File: src/rtl/ram_ctrl_pkg.sv
`default_nettype none
// ============================================================================
// Module      : ram_ctrl_pkg
// Description : Shared constants and types for the RAM access controller.
// Revision    : 1.0 - initial release
// ============================================================================
package ram_ctrl_pkg;

    localparam int DEF_ADDR_WIDTH = 6;
    localparam int DEF_DATA_WIDTH = 64;
    localparam int FIFO_DEPTH     = 3;
    localparam int CNT_WIDTH      = 2;
    localparam int NUM_RD_CH      = 2;

    typedef logic [CNT_WIDTH-1:0] cnt_t;

    // Modulo-FIFO_DEPTH pointer advance (depth is not a power of two)
    function automatic cnt_t ptr_inc(input cnt_t p);
        return (p == cnt_t'(FIFO_DEPTH - 1)) ? '0 : p + cnt_t'(1);
    endfunction

endpackage
`default_nettype wire

File: src/rtl/rsp_fifo.sv
`default_nettype none
// ============================================================================
// Module      : rsp_fifo
// Description : 3-entry read-response FIFO with push/pop, count and head.
// Revision    : 1.0 - initial release
// ============================================================================
module rsp_fifo
    import ram_ctrl_pkg::*;
#(
    parameter int DATA_WIDTH = DEF_DATA_WIDTH
)(
    input  logic                  clk,
    input  logic                  rst_n,
    input  logic                  i_push,
    input  logic [DATA_WIDTH-1:0] i_push_data,
    input  logic                  i_pop,
    output cnt_t                  o_count,
    output logic [DATA_WIDTH-1:0] o_head
);

    logic [DATA_WIDTH-1:0] r_mem [FIFO_DEPTH];
    cnt_t                  r_wr_ptr;
    cnt_t                  r_rd_ptr;
    cnt_t                  r_count;
    logic                  w_pop_ok;
    logic                  w_push_ok;

    assign w_pop_ok  = i_pop && (r_count != '0);
    assign w_push_ok = i_push && ((r_count != cnt_t'(FIFO_DEPTH)) || w_pop_ok);

    always_ff @(posedge clk) begin
        if (w_push_ok) begin
            r_mem[r_wr_ptr] <= i_push_data;
        end
    end

    always_ff @(posedge clk or negedge rst_n) begin
        if (!rst_n) begin
            r_wr_ptr <= '0;
            r_rd_ptr <= '0;
            r_count  <= '0;
        end else begin
            if (w_push_ok) begin
                r_wr_ptr <= ptr_inc(r_wr_ptr);
            end
            if (w_pop_ok) begin
                r_rd_ptr <= ptr_inc(r_rd_ptr);
            end
            case ({w_push_ok, w_pop_ok})
                2'b10:   r_count <= r_count + cnt_t'(1);
                2'b01:   r_count <= r_count - cnt_t'(1);
                default: r_count <= r_count;
            endcase
        end
    end

    assign o_count = r_count;
    assign o_head  = r_mem[r_rd_ptr];

endmodule
`default_nettype wire

File: src/rtl/ram_access_ctrl.sv
`default_nettype none
// ============================================================================
// Module      : ram_access_ctrl
// Description : One-write/two-read RAM front end with buffered read responses.
// Revision    : 1.0 - initial release
// ============================================================================
module ram_access_ctrl
    import ram_ctrl_pkg::*;
#(
    parameter int ADDR_WIDTH = DEF_ADDR_WIDTH,
    parameter int DATA_WIDTH = DEF_DATA_WIDTH
)(
    input  logic                  clk,
    input  logic                  rst_n,
    input  logic                  wr_req_valid,
    output logic                  wr_req_ready,
    input  logic [ADDR_WIDTH-1:0] wr_req_addr,
    input  logic [DATA_WIDTH-1:0] wr_req_data,
    input  logic                  rd1_req_valid,
    output logic                  rd1_req_ready,
    input  logic [ADDR_WIDTH-1:0] rd1_req_addr,
    output logic                  rd1_rsp_valid,
    input  logic                  rd1_rsp_ready,
    output logic [DATA_WIDTH-1:0] rd1_rsp_data,
    input  logic                  rd2_req_valid,
    output logic                  rd2_req_ready,
    input  logic [ADDR_WIDTH-1:0] rd2_req_addr,
    output logic                  rd2_rsp_valid,
    input  logic                  rd2_rsp_ready,
    output logic [DATA_WIDTH-1:0] rd2_rsp_data,
    output logic                  ram_write_en,
    output logic [ADDR_WIDTH-1:0] ram_write_addr,
    output logic [DATA_WIDTH-1:0] ram_write_data,
    output logic [ADDR_WIDTH-1:0] ram_read_addr1,
    output logic [ADDR_WIDTH-1:0] ram_read_addr2,
    input  logic [DATA_WIDTH-1:0] ram_read_data1,
    input  logic [DATA_WIDTH-1:0] ram_read_data2
);

    logic                  r_wr_req_ready;
    logic                  w_wr_acc;

    logic [NUM_RD_CH-1:0]  w_rd_req_valid;
    logic [NUM_RD_CH-1:0]  w_rd_req_ready;
    logic [NUM_RD_CH-1:0]  w_rd_rsp_valid;
    logic [NUM_RD_CH-1:0]  w_rd_rsp_ready;
    logic [ADDR_WIDTH-1:0] w_rd_req_addr [NUM_RD_CH];
    logic [DATA_WIDTH-1:0] w_ram_rdata   [NUM_RD_CH];
    logic [DATA_WIDTH-1:0] w_rsp_data    [NUM_RD_CH];

    always_ff @(posedge clk or negedge rst_n) begin
        if (!rst_n) begin
            r_wr_req_ready <= 1'b0;
        end else begin
            r_wr_req_ready <= 1'b1;
        end
    end

    assign wr_req_ready   = r_wr_req_ready;
    assign w_wr_acc       = wr_req_valid & r_wr_req_ready;
    assign ram_write_en   = w_wr_acc;
    assign ram_write_addr = wr_req_addr;
    assign ram_write_data = wr_req_data;
    assign ram_read_addr1 = rd1_req_addr;
    assign ram_read_addr2 = rd2_req_addr;

    assign w_rd_req_valid   = {rd2_req_valid, rd1_req_valid};
    assign w_rd_rsp_ready   = {rd2_rsp_ready, rd1_rsp_ready};
    assign w_rd_req_addr[0] = rd1_req_addr;
    assign w_rd_req_addr[1] = rd2_req_addr;
    assign w_ram_rdata[0]   = ram_read_data1;
    assign w_ram_rdata[1]   = ram_read_data2;

    generate
        for (genvar g = 0; g < NUM_RD_CH; g++) begin : g_rd_ch
            logic                  r_inflight;
            logic                  r_fwd_hit;
            logic [DATA_WIDTH-1:0] r_fwd_data;
            logic                  w_req_acc;
            logic                  w_pop;
            logic [DATA_WIDTH-1:0] w_push_data;
            cnt_t                  w_count;
            logic [CNT_WIDTH:0]    w_occupancy;

            assign w_req_acc = w_rd_req_valid[g] & w_rd_req_ready[g];

            // RAM returns pre-write data on a colliding edge, so capture the write word
            always_ff @(posedge clk or negedge rst_n) begin
                if (!rst_n) begin
                    r_inflight <= 1'b0;
                    r_fwd_hit  <= 1'b0;
                    r_fwd_data <= '0;
                end else begin
                    r_inflight <= w_req_acc;
                    r_fwd_hit  <= w_req_acc && w_wr_acc && (w_rd_req_addr[g] == wr_req_addr);
                    if (w_req_acc && w_wr_acc && (w_rd_req_addr[g] == wr_req_addr)) begin
                        r_fwd_data <= wr_req_data;
                    end
                end
            end

            assign w_push_data = r_fwd_hit ? r_fwd_data : w_ram_rdata[g];
            assign w_pop       = w_rd_rsp_valid[g] & w_rd_rsp_ready[g];

            rsp_fifo #(
                .DATA_WIDTH (DATA_WIDTH)
            ) u_rsp_fifo (
                .clk         (clk),
                .rst_n       (rst_n),
                .i_push      (r_inflight),
                .i_push_data (w_push_data),
                .i_pop       (w_pop),
                .o_count     (w_count),
                .o_head      (w_rsp_data[g])
            );

            // Reserve a slot for the in-flight word so the FIFO can never overflow
            assign w_occupancy       = {1'b0, w_count} + {{CNT_WIDTH{1'b0}}, r_inflight};
            assign w_rd_req_ready[g] = (w_occupancy <= (CNT_WIDTH+1)'(FIFO_DEPTH - 1));
            assign w_rd_rsp_valid[g] = (w_count != '0);
        end
    endgenerate

    assign rd1_req_ready = w_rd_req_ready[0];
    assign rd2_req_ready = w_rd_req_ready[1];
    assign rd1_rsp_valid = w_rd_rsp_valid[0];
    assign rd2_rsp_valid = w_rd_rsp_valid[1];
    assign rd1_rsp_data  = w_rsp_data[0];
    assign rd2_rsp_data  = w_rsp_data[1];

endmodule
`default_nettype wire

File: config.mk
export PLATFORM = sky130hd
export DESIGN_NAME = ram_access_ctrl
export DESIGN_NICKNAME = d
export VERILOG_FILES = /design/src/rtl/ram_ctrl_pkg.sv /design/src/rtl/rsp_fifo.sv /design/src/rtl/ram_access_ctrl.sv
export SDC_FILE = /design/constraint.sdc
export NUM_CORES = 1
export LEC_CHECK = 0
export CAP_MARGIN = 20
export CORE_MARGIN = 4
export CORE_UTILIZATION = 47
export CTS_CLUSTER_DIAMETER = 80
export DETAILED_ROUTE_END_ITERATION = 12
export PLACE_DENSITY = 0.76
export SYNTH_ARGS = -nofsm -noshare
export SYNTH_HDL_FRONTEND = slang
export SYNTH_HIERARCHICAL = 1
export SYNTH_SLANG_ARGS = --single-unit
File: constraint.sdc
create_clock -name clk -period 6.4 [get_ports clk]
set_input_delay 1.28 -clock clk [delete_from_list [all_inputs] [get_ports clk]]
set_output_delay 1.28 -clock clk [all_outputs]
set_load 0.03 [all_outputs]
==> reports/qor.yml, run 1 <==
clock-sinks: 529
synth_fp_nets: 1644
io_buffers: 432
critPathLaunchType: "flip-flop"
cts.repair.resized: 0
leakage_nw: 10.52
synth-main-ff-cell: "edfxtp_1"
wl_per_cell_microns: 22.10
place_inst: 2323
max_stage_delay_ps: 960
crit_start: "g_rd_ch[1].u_rsp_fifo/r_rd_ptr[0]$_DFFE_PN0N_"
placed_area_sq_mm: 0.02642
dieHeight_microns: 225.9
path_class: "flip-flop to primary output"
grt_max_degree: 92
drc: 0
yosysTopAreaCell: "edfxtp_1"
finClkSkew_ps: 16.59
drive_gt1_share_pct: 20.26
synth_cell_types: 35
clk-insertion-delay-late_ps: 590
syn_area_per_cell_sq_um: 15.71
critPathMaxFanout: 44
hold_viol: 0
p_per_area_mw_per_mm2: 406.3
place_congestion: 0.7938
yosysSeqAreaShare_pct: 67.92
drt-pass1-iter-count: 5
synth_area_sq_mm: 0.02232
netlist.area_leader.share_pct: 51.66
required_ps: 5120
reg2reg_to: "g_rd_ch[1].r_fwd_data[38]$_DFFE_PN0P_"
clock_path_buffers: 3
endpoint_kind: "primary output"
r2r.worst_path.cells: 8
post-route-period-util_pct: 73.43
overflow: 0
syn_inst: 1421
post_drt_via_cell_ratio: 5.302
finalCriticalPeriod_ps: 4700
clk_pin_slew_ps: 60
synth_edf_count: 384
dp_hpwl_microns: 33890
rrSetupSlack_ps: 3570
cts_setup_buffers: 0
die_w_microns: 225.9
slew_viol_final: 0
postRouteAntennaNets: 0
grt_setup_unrepaired: "no"
cp-endpoint: "rd2_rsp_data[27]"
die-area_sq_mm: 0.05104
nets: 1998
ys_ff_latch: 529
fin_setup_tns_ps: 0
final_cell_mix: "clkdlybuf4s50_1, edfxtp_1, mux2_2"
area_growth_syn_to_layout_pct: 26.45
slowest_stage: "dfrtp_4"
vias: 12890
core-area_sq_mm: 0.04675
cts_buffers: 55
hp-class: "flip-flop to flip-flop"
arrival_ps: 3420
grt_pass1_vias: 13630
pin_count: 433
relSlewSlack_pct: 25.24
async_flop_share_pct: 27.41
fill_cells: 3466
htree_levels: 2
totalWireLength_microns: 53720
final_cell_count_no_fill: 2430
status: "completed"
cts_tree: "built"
ir_drop_mv: 0.2929
layout_commonest_cell: "clkdlybuf4s50_1"
grt_pass1_wl_microns: 79400
max-cap-violations: 0
r2r-start: "g_rd_ch[1].u_rsp_fifo/o_count[0]$_DFFE_PN0P_"
fmax_ghz: 0.2128
grt_antenna_before_repair: 4
start_util_pct: 47.74
worst_pin_slew_ps: 1121
critical_path.cell_chain: "buf_4 > mux2i_1 > o21ai_0 > clkdlybuf4s50_1"
yosysWarnings: 6
core.rowCount: 79
setup_viol: 0
grt_use_total_pct: 20.51
holdBufCountCts: 0
synth.area.top_cells: "edfxtp_1, dfrtp_1, mux2_2"
cts_root_buffer: "clkbuf_16"
drt_first_iter_violations: 770
final_area_sq_mm: 0.02822
state kept, by name, indices dropped and copies added (netlist names):
signal	flops
g_rd_ch.r_fwd_hit	2
g_rd_ch.r_fwd_data	128
wr_req_ready	1
g_rd_ch.u_rsp_fifo/r_rd_ptr	4
g_rd_ch.r_inflight	2
g_rd_ch.u_rsp_fifo/r_wr_ptr	4
g_rd_ch.u_rsp_fifo/o_count	4
g_rd_ch.u_rsp_fifo/r_mem	384
routing by layer:
metal,vias to the layer above,part of all wire (%),GRT usage (%)
li1,5870,-,-
met1,6443,40,25.91
met2,481,50,34.59
met3,89,7.4,5.460
met4,2,2.7,6.876
met5,-,0.024,0
critical path: cells and delay by family, from the launching register on:
family          cells  cell delay [ps]
buf+inv             2             1310
flops               1              960
compound gates      1              340
mux                 1              140
stage by stage:
step           hold WS, ps  total power, mW  utilization, %  setup slack (ps)
2_1_floorplan        452.2            6.970               -              1422
3_3_place_gp         461.6            8.460           56.51              2312
3_5_place_dp         469.8            8.524           56.51              2289
4_1_cts              482.4            11.59           60.24              1640
5_1_grt              498.0            11.99           60.36              1541
6_report             481.6            11.47           60.37              1700
cells by family (layout without fill, tap and decap cells):
family,after synthesis,count (layout),share of synthesized area [%]
adders and majority gates,6,6,0.3363
buffers and inverters,160,560,5.415
muxes,388,388,18.86
and+or+nand+nor,177,177,3.526
AOI/OAI and AO/OA,148,148,3.459
xor gates and xnor gates,12,12,0.4709
other,1,3,0.01680
DFF,529,529,67.92
cell usage after synthesis (3+ instances only):
cell type	instances
buf_2	16
nor3_1	4
nand2_1	138
o21ai_1	57
edfxtp_1	384
or2_2	4
buf_6	20
mux2_1	9
o21ai_2	3
nor2_1	6
dfrtp_1	145
mux2i_1	128
o21ai_0	80
clkbuf_1	26
ha_1	6
buf_4	82
nor2b_1	6
inv_1	8
and2_1	3
mux2_2	251
xnor2_1	12
buf_12	8
worst min-delay path by stage:
stage / start / to / slack (ps) / depth (start not counted)
finish: g_rd_ch[1].r_fwd_data[4]$_DFFE_PN0P_ / g_rd_ch[1].r_fwd_data[4]$_DFFE_PN0P_ / 480 / 1
global route: g_rd_ch[1].r_fwd_data[4]$_DFFE_PN0P_ / g_rd_ch[1].r_fwd_data[4]$_DFFE_PN0P_ / 500 / 1
floorplan: g_rd_ch[0].r_fwd_data[3]$_DFFE_PN0P_ / g_rd_ch[0].r_fwd_data[3]$_DFFE_PN0P_ / 450 / 1
global placement: g_rd_ch[1].r_fwd_data[4]$_DFFE_PN0P_ / g_rd_ch[1].r_fwd_data[4]$_DFFE_PN0P_ / 460 / 1
detailed placement: g_rd_ch[1].r_fwd_data[4]$_DFFE_PN0P_ / g_rd_ch[1].r_fwd_data[4]$_DFFE_PN0P_ / 470 / 1
CTS: g_rd_ch[1].r_fwd_data[4]$_DFFE_PN0P_ / g_rd_ch[1].r_fwd_data[4]$_DFFE_PN0P_ / 480 / 1
power by group:
part           total, mW  internal, mW  switching [mW]
clock               3.03          1.80            1.24
sequential          4.65          4.23           0.419
combinational       3.79          1.53            2.25
cell type report:
type	instances	area (sq um)	share of cell area (%)
tap	607	759.5	2.691
multi-input combinational	732	6012	21.30
antenna	2	5.005	0.01773
timing repair buffer	449	4493	15.92
clock inverter	16	132.6	0.4699
clock buffer	87	1609	5.701
inverter	8	30.03	0.1064
sequential	529	15180	53.79
(Power assumes the default switching activity.)
==> run 2: changes to the inputs <==
--- a/config.mk
+++ b/config.mk
@@ -7,10 +7,10 @@
 export LEC_CHECK = 0
 export CAP_MARGIN = 20
 export CORE_MARGIN = 4
-export CORE_UTILIZATION = 47
+export CORE_UTILIZATION = 52
 export CTS_CLUSTER_DIAMETER = 80
 export DETAILED_ROUTE_END_ITERATION = 12
-export PLACE_DENSITY = 0.76
+export PLACE_DENSITY = 0.8
 export SYNTH_ARGS = -nofsm -noshare
 export SYNTH_HDL_FRONTEND = slang
 export SYNTH_HIERARCHICAL = 1
==> constraint.sdc (replaced) <==
create_clock -name clk -period 4.43 [get_ports clk]
set_input_delay 0.886 -clock clk [delete_from_list [all_inputs] [get_ports clk]]
set_output_delay 0.886 -clock clk [all_outputs]
set_load 0.03 [all_outputs]
==> reports/qor.yml, run 2 (synthesis results as in run 1) <==
critPathLaunchType: "flip-flop"
cts_setup_buffers: 0  # unchanged
hold_viol: 0  # unchanged
leakage_nw: 10.58  # +0.50%
totalWireLength_microns: 52680  # -1.9%
finClkSkew_ps: 11.82  # -4.772 ps
postRouteAntennaNets: 0  # unchanged
worst_pin_slew_ps: 1076  # -45.83 ps
grt_use_total_pct: 22.30  # +1.8 points
max-cap-violations: 0  # unchanged
rrSetupSlack_ps: 1490  # -2080 ps
n_antenna_cell: 0  # -2
drt-pass1-iter-count: 5  # unchanged
critPathMaxFanout: 84  # +91%
multi_input_area_sq_mm: 0.006012  # unchanged
cts_root_buffer: "clkbuf_16"
ff_latch_area_sq_mm: 0.01518  # unchanged
grt_pass1_vias: 13900  # +2.0%
endpoint_kind: "primary output"
grt_pass1_wl_microns: 80050  # +0.82%
cts_tree: "built"
slowest_stage: "dfrtp_4"
clock-sinks: 529  # unchanged
setup_viol: 0  # unchanged
grt_setup_unrepaired: "no"
dp_hpwl_microns: 34910  # +3.0%
r2r-start: "g_rd_ch[0].u_rsp_fifo/o_count[0]$_DFFE_PN0P_"
drive_gt1_share_pct: 20.88  # +0.62 points
grt_max_degree: 85  # -7.6%
clk-insertion-delay-late_ps: 580  # about the same
clock_path_buffers: 3  # unchanged
drc: 0  # unchanged
finalCriticalPeriod_ps: 3832
io_buffers: 432  # unchanged
fin_util_pct: 66.84  # +6.5 points
regMostFlops: "g_rd_ch.u_rsp_fifo/r_mem"
path_buf_inv: 2  # unchanged
cts.repair.resized: 0  # unchanged
status: "completed"
overflow: 0  # unchanged
die_w_microns: 215.2  # -4.8%
vias: 12920  # +0.28%
max_stage_delay_ps: 940  # -20 ps
grt_antenna_before_repair: 3  # -1
final_cell_mix: "clkdlybuf4s50_1, edfxtp_1, mux2_2"
hp-class: "input pin to async pin"
post-route-period-util_pct: 86.51
critical_path.cell_chain: "buf_4 > nand2_1 > o21ai_1 > clkdlybuf4s50_1"
arrival_ps: 2950  # -470 ps
wl_per_cell_microns: 22.33  # +1.0%
fill_cells: 2927  # -16%
start_util_pct: 52.86  # +5.1 points
post_drt_via_cell_ratio: 5.477  # +3.3%
nets: 1999  # +0.050%
area_growth_syn_to_layout_pct: 26.46  # about the same
ir_drop_mv: 0.5977  # +100%
slew_viol_final: 0  # unchanged
die-area_sq_mm: 0.04630  # -9.3%
holdBufCountCts: 0  # unchanged
layout_commonest_cell: "clkdlybuf4s50_1"
p_per_area_mw_per_mm2: 590.9  # +45%
htree_levels: 2  # unchanged
drt_first_iter_violations: 737  # -4.3%
path_class: "flip-flop to primary output"
required_ps: 3540  # -1580 ps
r2r.worst_path.cells: 8  # unchanged
cp_top_family: "buffers and inverters"
reg.largest.list: "g_rd_ch.u_rsp_fifo/r_mem (384), g_rd_ch.r_fwd_data (128)"
largest_reg_flops: 384  # unchanged
reg2reg_to: "g_rd_ch[0].r_fwd_data[39]$_DFFE_PN0P_"
core-area_sq_mm: 0.04223  # -9.7%
pin_count: 433  # unchanged
fmax_ghz: 0.2609
dieHeight_microns: 215.2  # -4.8%
cts_buffers: 52  # -5.5%
relSlewSlack_pct: 28.29  # +3.1 points
fin_setup_tns_ps: 0  # unchanged
clk_pin_slew_ps: 60  # about the same
place_congestion: 0.8051  # +1.4%
core.rowCount: 75  # -5.1%
-- run 2: final cells by class --
class,count,share of cell area [%]
Clock buffer,70,5.284
Clock inverter,28,0.9885
Sequential cell,529,53.79
Inverter,8,0.1064
Tap cell,539,2.389
Timing Repair Buffer,453,16.15
Multi-Input combinational cell,732,21.30
-- run 2: how the worst max path moves through the flow --
stage                                                  start                                            to  cells after the start
6_report       g_rd_ch[1].u_rsp_fifo/r_rd_ptr[1]$_DFFE_PN0N_                              rd2_rsp_data[59]                      4
5_1_grt        g_rd_ch[1].u_rsp_fifo/r_rd_ptr[1]$_DFFE_PN0N_                              rd2_rsp_data[57]                      4
4_1_cts        g_rd_ch[1].u_rsp_fifo/r_rd_ptr[1]$_DFFE_PN0N_                              rd2_rsp_data[61]                      4
3_5_place_dp                                   rd2_rsp_ready  g_rd_ch[1].u_rsp_fifo/r_mem[0][39]$_DFFE_PP_                      5
3_3_place_gp   g_rd_ch[1].u_rsp_fifo/r_rd_ptr[1]$_DFFE_PN0N_                              rd2_rsp_data[59]                      4
2_1_floorplan                                  rd1_rsp_ready   g_rd_ch[0].u_rsp_fifo/r_mem[2][0]$_DFFE_PP_                      3
-- run 2: report_power, final --
group	switching (mW)	total, mW	internal (mW)
clock	1.80	4.46	2.66
combinational	3.38	5.62	2.24
sequential	0.494	6.60	6.10
total	5.68	16.7	11.0
-- run 2: metrics by stage --
step	area, sq um	hold WS [ps]	cells	power, mW	setup slack, ps
3_3_place_gp	26460	462.6	2261	12.21	1204
6_report	28230	309.0	2359	16.68	597.7
2_1_floorplan	22350	452.2	1421	10.06	200.8
4_1_cts	28230	325.8	2359	16.84	536.2
5_1_grt	28230	346.7	2359	17.39	418.3
3_5_place_dp	26460	474.9	2261	12.34	1187
-- run 2: per-layer routing --
| layer | track usage (%) | vias to the layer above | part of all wire [%] |
|---|---|---|---|
| met5 | 0 | - | 0.065 |
| met4 | 6.292 | 4 | 2.8 |
| met3 | 6.045 | 105 | 7.0 |
| met2 | 38.26 | 493 | 50 |
| met1 | 28.07 | 6437 | 40 |
| li1 | - | 5882 | - |
==> run 3: changes to the inputs <==
--- a/config.mk
+++ b/config.mk
@@ -10,6 +10,7 @@
 export CORE_UTILIZATION = 52
 export CTS_CLUSTER_DIAMETER = 80
 export DETAILED_ROUTE_END_ITERATION = 12
+export GPL_TIMING_DRIVEN = 0
 export PLACE_DENSITY = 0.8
 export SYNTH_ARGS = -nofsm -noshare
 export SYNTH_HDL_FRONTEND = slang
==> reports/qor.yml, run 3 (synthesis results as in run 1) <==
layout_commonest_cell: "clkdlybuf4s50_1"
dp_hpwl_microns: 41330  # +18%
endpoint_kind: "primary output"
slowest_stage: "clkdlybuf4s50_1"
critPathMaxFanout: 10  # -88%
core.rowCount: 75  # unchanged
cts_setup_buffers: 0  # unchanged
io_buffers: 432  # unchanged
die-area_sq_mm: 0.04630  # unchanged
placed_area_sq_mm: 0.02792  # +5.5%
reg.largest.list: "g_rd_ch.u_rsp_fifo/r_mem (384), g_rd_ch.r_fwd_data (128)"
grt_antenna_before_repair: 4  # +1
fmax_ghz: 0.2634  # +0.94%
arrival_ps: 2910  # -40 ps
r2r-start: "g_rd_ch[1].u_rsp_fifo/o_count[0]$_DFFE_PN0P_"
drt-pass1-iter-count: 6  # +1
place_inst: 2415  # +6.8%
drive_gt1_share_pct: 25.63  # +4.8 points
setup_viol: 0  # unchanged
overflow: 0  # unchanged
cp.depth: 4  # unchanged
finalCriticalPeriod_ps: 3797  # -35.77 ps
grt_pass1_vias: 14680  # +5.6%
htree_levels: 2  # unchanged
dieHeight_microns: 215.2  # unchanged
cp-endpoint: "rd1_rsp_data[57]"
pin_count: 433  # unchanged
holdBufCountCts: 0  # unchanged
p_per_area_mw_per_mm2: 581.1  # -1.7%
place_congestion: 0.7746  # -3.8%
worst_pin_slew_ps: 1215  # +139.7 ps
required_ps: 3540  # about the same
grt_setup_unrepaired: "no"
critPathLaunchType: "flip-flop"
regMostFlops: "g_rd_ch.u_rsp_fifo/r_mem"
clk-insertion-delay-late_ps: 600  # +20 ps
cts.repair.resized: 0  # unchanged
final_area_sq_mm: 0.02969  # +5.2%
leakage_nw: 11.38  # +7.6%
drt_first_iter_violations: 1107  # +50%
max_stage_delay_ps: 670  # -270 ps
grt_pass1_wl_microns: 87200  # +8.9%
fin_setup_tns_ps: 0  # unchanged
reg2reg_to: "g_rd_ch[1].r_fwd_data[21]$_DFFE_PN0P_"
max-cap-violations: 0  # unchanged
final_cell_count_no_fill: 2519  # +6.8%
postRouteAntennaNets: 0  # unchanged
wl_per_cell_microns: 23.13  # +3.6%
clk_pin_slew_ps: 60  # about the same
hold_viol: 0  # unchanged
nets: 2155  # +7.8%
cts_root_buffer: "clkbuf_16"
largest_reg_flops: 384  # unchanged
status: "completed"
finClkSkew_ps: 24.66  # +12.85 ps
totalWireLength_microns: 58260  # +11%
core-area_sq_mm: 0.04223  # unchanged
path_buf_inv: 3  # +1
start_util_pct: 52.86  # unchanged
grt_use_total_pct: 24.66  # +2.4 points
r2r.worst_path.cells: 9  # +1
area_growth_syn_to_layout_pct: 33.00
vias: 13830  # +7.0%
path_class: "flip-flop to primary output"
crit_start: "g_rd_ch[0].u_rsp_fifo/r_rd_ptr[1]$_DFFE_PN0N_"
slew_viol_final: 0  # unchanged
cts_buffers: 54  # +3.8%
hp-class: "input pin to async pin"
clock_path_buffers: 3  # unchanged
cts_tree: "built"
cp_top_family: "buffers and inverters"
grt_max_degree: 78  # -8.2%
post-route-period-util_pct: 85.70  # -0.81 points
relSlewSlack_pct: 18.98  # -9.3 points
post_drt_via_cell_ratio: 5.490  # +0.23%
rrSetupSlack_ps: 1260  # -230 ps
critical_path.cell_chain: "buf_2 > clkbuf_1 > o21ai_1 > clkdlybuf4s50_1"
drc: 0  # unchanged
ir_drop_mv: 0.4605  # -23%
clock-sinks: 529  # unchanged
die_w_microns: 215.2  # unchanged
final_cell_mix: "clkdlybuf4s50_1, edfxtp_1, mux2_2"
[run 3: worst min-delay path by stage]
stage | from | end | slack (ps)
2_1_floorplan | g_rd_ch[0].r_fwd_data[3]$_DFFE_PN0P_ | g_rd_ch[0].r_fwd_data[3]$_DFFE_PN0P_ | 450
3_3_place_gp | g_rd_ch[1].r_fwd_data[14]$_DFFE_PN0P_ | g_rd_ch[1].r_fwd_data[14]$_DFFE_PN0P_ | 460
3_5_place_dp | g_rd_ch[1].r_fwd_data[59]$_DFFE_PN0P_ | g_rd_ch[1].r_fwd_data[59]$_DFFE_PN0P_ | 470
4_1_cts | rst_n | g_rd_ch[0].r_fwd_data[58]$_DFFE_PN0P_ | 270
5_1_grt | rst_n | g_rd_ch[0].r_fwd_data[58]$_DFFE_PN0P_ | 290
6_report | rst_n | g_rd_ch[0].r_fwd_data[58]$_DFFE_PN0P_ | 250
[run 3: routing by layer]
layer	track usage (%)	share of wire [%]	up-vias
met2	41.88	50	582
met1	31.34	40	6964
li1	-	-	6181
met3	5.904	7.5	100
met4	8.353	3.1	2
met5	0	0.022	-
[run 3: per-stage QoR]
step	util, %	setup WS (ps)	power (mW)	hold WS, ps
2_1_floorplan	-	200.8	10.06	452.2
3_3_place_gp	64.75	-4131	12.66	462.8
3_5_place_dp	66.13	903.3	12.97	474.1
5_1_grt	70.29	485.1	17.96	285.6
4_1_cts	70.29	560.9	17.39	267.3
6_report	70.30	633.5	17.25	246.9
[run 3: where the power goes]
| group | internal (mW) | switching (mW) | total, mW | leakage, nW |
|---|---|---|---|---|
| Sequential | 6.09 | 0.272 | 6.36 | 5.47 |
| Combinational | 2.64 | 3.85 | 6.49 | 5.04 |
| Clock | 2.54 | 1.85 | 4.40 | 0.868 |
[run 3: cell type report]
type | instances | area, sq um
Buffer | 152 | 1179
Multi-Input combinational cell | 732 | 6012
Sequential cell | 529 | 15160
Fill cell | 2691 | 12540
Antenna cell | 2 | 5.005
Timing Repair Buffer | 455 | 4870
Tap cell | 539 | 674.4
Clock buffer | 70 | 1523
Inverter | 8 | 30.03
Clock inverter | 32 | 234.0
